### config.mk
export PLATFORM = sky130hd
export DESIGN_NAME = mips_mmio_bridge
export DESIGN_NICKNAME = d
export VERILOG_FILES = /design/src/rtl/mmio_pkg.sv /design/src/rtl/mmio_sync_fifo.sv /design/src/rtl/mips_mmio_bridge.sv
export SDC_FILE = /design/constraint.sdc
export NUM_CORES = 1
export LEC_CHECK = 0
export BUFFER_PORTS_ARGS = -buffer_cell sky130_fd_sc_hd__buf_2
export CORE_UTILIZATION = 25
export CTS_BUF_LIST = sky130_fd_sc_hd__clkbuf_8
export DETAILED_ROUTE_END_ITERATION = 8
export MAX_ROUTING_LAYER = met4
export PLACE_DENSITY = 0.49
export SYNTH_ARGS = -nofsm -noshare
export SYNTH_HDL_FRONTEND = slang
export SYNTH_HIERARCHICAL = 1
export SYNTH_SLANG_ARGS = --single-unit
export TNS_END_PERCENT = 10
### constraint.sdc
create_clock -name clk -period 3.5 [get_ports clk]
set_clock_uncertainty 0.05 [all_clocks]
set_input_delay 0.7 -clock clk [delete_from_list [all_inputs] [get_ports clk]]
set_output_delay 0.7 -clock clk [all_outputs]
set_load 0.02 [all_outputs]
### src/rtl/mmio_pkg.sv
// Shared decode constants and the STATUS word layout for the MIPS MMIO bridge.
package mmio_pkg;

  localparam logic [31:0] IO_BASE_DEF   = 32'hFFFF_0000;
  localparam int          IO_MATCH_LSB  = 16;

  localparam logic [15:0] TXDATA_OFS    = 16'h0000;
  localparam logic [15:0] STATUS_OFS    = 16'h0004;
  localparam logic [15:0] CYCLE_OFS     = 16'h0008;

  localparam int          ST_OVF        = 31;
  localparam int          ST_FULL       = 30;
  localparam int          ST_EMPTY      = 29;
  localparam int          STATUS_CLR_BIT = 0;

  // Count sits in the low bits; flags overwrite the top three.
  function automatic logic [31:0] status_word(input logic        ovf,
                                              input logic        full,
                                              input logic        empty,
                                              input logic [31:0] cnt);
    logic [31:0] w;
    w           = cnt;
    w[ST_OVF]   = ovf;
    w[ST_FULL]  = full;
    w[ST_EMPTY] = empty;
    return w;
  endfunction

endpackage

### src/rtl/mmio_sync_fifo.sv
// Circular-buffer FIFO; push is dropped when full unless a pop frees the slot the same edge.
// Head is read straight from storage, so a word is visible one cycle after its push edge.
module mmio_sync_fifo #(
  parameter int DEPTH = 8,
  parameter int ODW   = 8
) (
  input  logic                     clk,
  input  logic                     reset,
  input  logic                     push,
  input  logic [ODW-1:0]           din,
  input  logic                     pop,
  output logic [ODW-1:0]           dout,
  output logic [$clog2(DEPTH):0]   count,
  output logic                     full,
  output logic                     empty
);

  localparam int AW = $clog2(DEPTH);
  localparam logic [AW:0] FULL_CNT = (AW+1)'(DEPTH);

  logic [ODW-1:0] mem [DEPTH];
  logic [AW-1:0]  rptr;
  logic [AW-1:0]  wptr;
  logic           do_push;
  logic           do_pop;

  assign empty   = (count == '0);
  assign full    = (count == FULL_CNT);
  assign do_pop  = pop & ~empty;
  assign do_push = push & (~full | do_pop);
  assign dout    = mem[rptr];

  always_ff @(posedge clk) begin
    if (do_push) mem[wptr] <= din;
  end

  // Power-of-two depth lets the pointers wrap by natural overflow.
  always_ff @(posedge clk) begin
    if (reset) begin
      rptr  <= '0;
      wptr  <= '0;
      count <= '0;
    end else begin
      if (do_push) wptr <= wptr + 1'b1;
      if (do_pop)  rptr <= rptr + 1'b1;
      case ({do_push, do_pop})
        2'b10:   count <= count + 1'b1;
        2'b01:   count <= count - 1'b1;
        default: count <= count;
      endcase
    end
  end

endmodule

### src/rtl/mips_mmio_bridge.sv
// Steers core data accesses to dmem or an MMIO block (TX FIFO, STATUS, CYCLE); reads are combinational.
// MMIO_CYCLE_COUNTER_EN enables the CYCLE counter flops; otherwise CYCLE reads 0 and ignores stores.
module mips_mmio_bridge
  import mmio_pkg::*;
#(
  parameter int          DEPTH   = 8,
  parameter int          ODW     = 8,
  parameter logic [31:0] IO_BASE = IO_BASE_DEF
) (
  input  logic           clk,
  input  logic           reset,
  input  logic [31:0]    cpu_addr,
  input  logic           cpu_memwrite,
  input  logic [31:0]    cpu_writedata,
  output logic [31:0]    cpu_readdata,
  output logic           dmem_we,
  input  logic [31:0]    dmem_rd,
  output logic [ODW-1:0] out_data,
  output logic           out_valid,
  input  logic           out_ready
);

  localparam int CW = $clog2(DEPTH) + 1;

  logic                    is_io;
  logic [15:0]             offset;
  logic                    io_wr;
  logic                    push;
  logic                    pop;
  logic [CW-1:0]           fifo_count;
  logic                    fifo_full;
  logic                    fifo_empty;
  logic                    overflow;
  logic                    ovf_set;
  logic                    ovf_clr;
  logic [31:0]             status;
  logic [31:0]             cycle_val;
  logic                    unused_wdata;

  assign is_io   = (cpu_addr[31:IO_MATCH_LSB] == IO_BASE[31:IO_MATCH_LSB]);
  assign offset  = cpu_addr[IO_MATCH_LSB-1:0];
  assign io_wr   = is_io & cpu_memwrite;
  assign dmem_we = cpu_memwrite & ~is_io;

  assign push      = io_wr & (offset == TXDATA_OFS);
  assign out_valid = ~fifo_empty;
  assign pop       = out_valid & out_ready;

  assign unused_wdata = ^cpu_writedata;

  mmio_sync_fifo #(
    .DEPTH (DEPTH),
    .ODW   (ODW)
  ) u_fifo (
    .clk   (clk),
    .reset (reset),
    .push  (push),
    .din   (cpu_writedata[ODW-1:0]),
    .pop   (pop),
    .dout  (out_data),
    .count (fifo_count),
    .full  (fifo_full),
    .empty (fifo_empty)
  );

  // A push into a full FIFO is only lost when no pop makes room on the same edge.
  assign ovf_set = push & fifo_full & ~pop;
  assign ovf_clr = io_wr & (offset == STATUS_OFS) & cpu_writedata[STATUS_CLR_BIT];

  always_ff @(posedge clk) begin
    if (reset)        overflow <= 1'b0;
    else if (ovf_set) overflow <= 1'b1;
    else if (ovf_clr) overflow <= 1'b0;
  end

`ifdef MMIO_CYCLE_COUNTER_EN
  logic [31:0] cycle;
  logic        cycle_wr;

  assign cycle_wr = io_wr & (offset == CYCLE_OFS);

  always_ff @(posedge clk) begin
    if (reset)         cycle <= '0;
    else if (cycle_wr) cycle <= '0;
    else               cycle <= cycle + 32'd1;
  end

  assign cycle_val = cycle;
`else
  assign cycle_val = '0;
`endif

  assign status = status_word(overflow, fifo_full, fifo_empty, 32'(fifo_count));

  always_comb begin
    cpu_readdata = dmem_rd;
    if (is_io) begin
      case (offset)
        STATUS_OFS: cpu_readdata = status;
        CYCLE_OFS:  cpu_readdata = cycle_val;
        default:    cpu_readdata = '0;
      endcase
    end
  end

endmodule

==> flow_summary.json <==
{
  "htree_levels": 3,
  "syn_avg_cell_area_um2": 15.09,
  "cts_tree": "yes",
  "ys_dominant_reg_cell": "edfxtp_1",
  "core_um2": 13930,
  "die-area_um2": 14790,
  "yosysWarnings": 6,
  "synthTopCellsByCount": "edfxtp_1, and2_1, mux4_2, nor2_1, dfxtp_1",
  "synth.yosys.seq_area_share_pct": 61.56,
  "initial_core_util_pct": 25.67,
  "worst_pin_slew_ps": 683.5,
  "final.setup.tns_ps": 0,
  "grt_pass1_vias": 2471,
  "fin_crit_sh_pct": 86.52,
  "route.detailed.drc": 0,
  "arrival_ps": 2280,
  "synthTopCellsByArea": "edfxtp_1, mux4_2, dfxtp_1, and2_1, mux2_2",
  "synth_async_sr_flop_share_pct": 0,
  "syn-instance-count": 237,
  "antenna_cells": 0,
  "synthToLayoutAreaGrowth_pct": 28.89,
  "start_kind": "input pin",
  "die_w_um": 121.6,
  "final_util_pct": 33.09,
  "postCtsSetupBuffers": 0,
  "final_layout_size_suffix_gt1_share_pct": 47.15,
  "firstDrtPassIters": 4,
  "wl_per_cell_um": 15.64,
  "crit_type": "in2out",
  "place_hpwl_um": 6100,
  "cts.path.max_buffers": 2,
  "peakVddDrop_v": 0.0001601,
  "r2r_setup_slack_ps": 630,
  "clk_pin_slew_ps": 80,
  "cts_resized": 0,
  "root_buffer": "clkbuf_8",
  "syn_area_um2": 3577,
  "reg2regPathDepth": 11,
  "min_to": "overflow",
  "ant_nets": 0,
  "clk_latency_ps": 340,
  "yosysMostFrequentCell": "edfxtp_1",
  "r2r_end": "u_fifo/count[3]",
  "grt_start_max_net_pins": 34,
  "final-setup-viol-count": 0,
  "viasPerCell": 4.563,
  "rr_startpoint": "u_fifo/count[0]",
  "min-delay-start": "overflow",
  "leakagePower_nw": 1.739,
  "max_freq_mhz": 330.2,
  "routed_wl_um": 8589,
  "syn_nets": 342,
  "fin_crit_ps": 3028,
  "holdBufCountCts": 0,
  "slew_violations": 0,
  "ys_ff_latch": 78,
  "gp_routability_congestion": 0.8939,
  "hold_violations": 0,
  "outcome": "finished, final reports clean",
  "die_h_um": 121.6,
  "grt_pass1_wl_um": 13030,
  "drv_cap": 0,
  "drt_iter0_drc": 154,
  "clock_sinks": 78,
  "p_total_mw": 1.941,
  "track_usage_pct": 12.47,
  "antenna_found_initial": 0,
  "grt_overflow_total": 0,
  "io_pins": 142,
  "yosysTopAreaCellShare_pct": 53.73,
  "ys_types": 40,
  "worstPathRequired_ps": 2750,
  "crit_path_max_fanout": 7,
  "synth-edff-count": 64,
  "critPathCaptureType": "output pin",
  "std_cell_rows": 43,
  "grt_setup_unrepaired": "no",
  "holdPathStages": 2,
  "hold_class": "reg2reg",
  "vias": 2505,
  "synth_top_cell_by_area": "edfxtp_1",
  "portBuffers": 117,
  "numCtsBuffers": 9,
  "power.density_nw_per_um2": 421.0,
  "nets": 469,
  "max_slew_margin_pct": 54.08
}
[per-stage QoR]
stage	setup WS, ps	hold WS (ps)	instances	area, µm²
global route	289.7	470.8	549	4611
CTS	453.7	446.0	549	4611
floorplan	237.0	392.2	237	3577
detailed placement	290.9	434.6	533	4398
global placement	345.3	433.3	533	4398
finish	471.7	434.3	549	4611
[worst max-delay path, cell delays in order]
cell	delay [ps]
buf_2	110
nand4_1	90
or4_1	630
nor3_4	400
a22o_1	190
buf_2	160
[where the power goes]
part / internal, mW / switching, mW
clock: 0.398 / 0.315
combinational: 0.0908 / 0.116
sequential: 1.01 / 0.0152
total: 1.49 / 0.446
[logic make-up after synthesis]
| kind of cell | share of synthesized area, % |
|---|---|
| AOI/OAI and AO/OA | 5.002 |
| xor gates and xnor gates | 1.714 |
| adders and majority gates | 1.959 |
| buffers and inverters | 2.973 |
| DFF | 61.56 |
| muxes | 13.43 |
| and+or+nand+nor | 13.36 |
[cells in the final DEF, fill, tap and decap left out, types with 6 or more instances in the layout]
master    count
buf_4        13
buf_2       117
edfxtp_1     64
inv_1         6
and2_1       27
dfxtp_1      14
clkbuf_8      9
a22o_1        7
nand4_1       9
mux4_2       16
nor2_1       16
mux2_2        8
[per-layer routing]
metal | vias to the layer above | GRT usage [%] | wire [µm]
met4 | 0 | 6.019 | 226
li1 | 1164 | - | -
met3 | 15 | 1.966 | 431
met5 | - | - | 0
met1 | 1200 | 13.99 | 3594
met2 | 126 | 21.59 | 4336
[final cells by class]
class / instances / area (µm²)
Sequential cell: 78 / 2202
Tap cell: 180 / 225.2
Multi-Input combinational cell: 140 / 1269
Timing Repair Buffer: 130 / 683.2
Fill cell: 1366 / 9324
Clock buffer: 9 / 123.9
Clock inverter: 7 / 88.84
Inverter: 5 / 18.77
[worst max path at each step]
stage                     slack (ps)         start  cells past startpoint          endpoint
after floorplan                  240  cpu_addr[23]                      7  u_fifo/mem[0][0]
after global placement           350  cpu_addr[19]                     11   u_fifo/count[3]
after detailed placement         290  cpu_addr[19]                     11   u_fifo/count[3]
after CTS                        450  cpu_addr[19]                      6  cpu_readdata[31]
after global routing             290  cpu_addr[13]                      6   cpu_readdata[2]
final                            470  cpu_addr[19]                      6  cpu_readdata[31]
[registers in the layout, summed over array words and instances, names as in the netlist, named ones only]
signal,flops
overflow,1
u_fifo/mem,64
u_fifo/count,4
u_fifo/wptr,3
u_fifo/rptr,3
No activity file was read; power rests on OpenSTA's default activity.
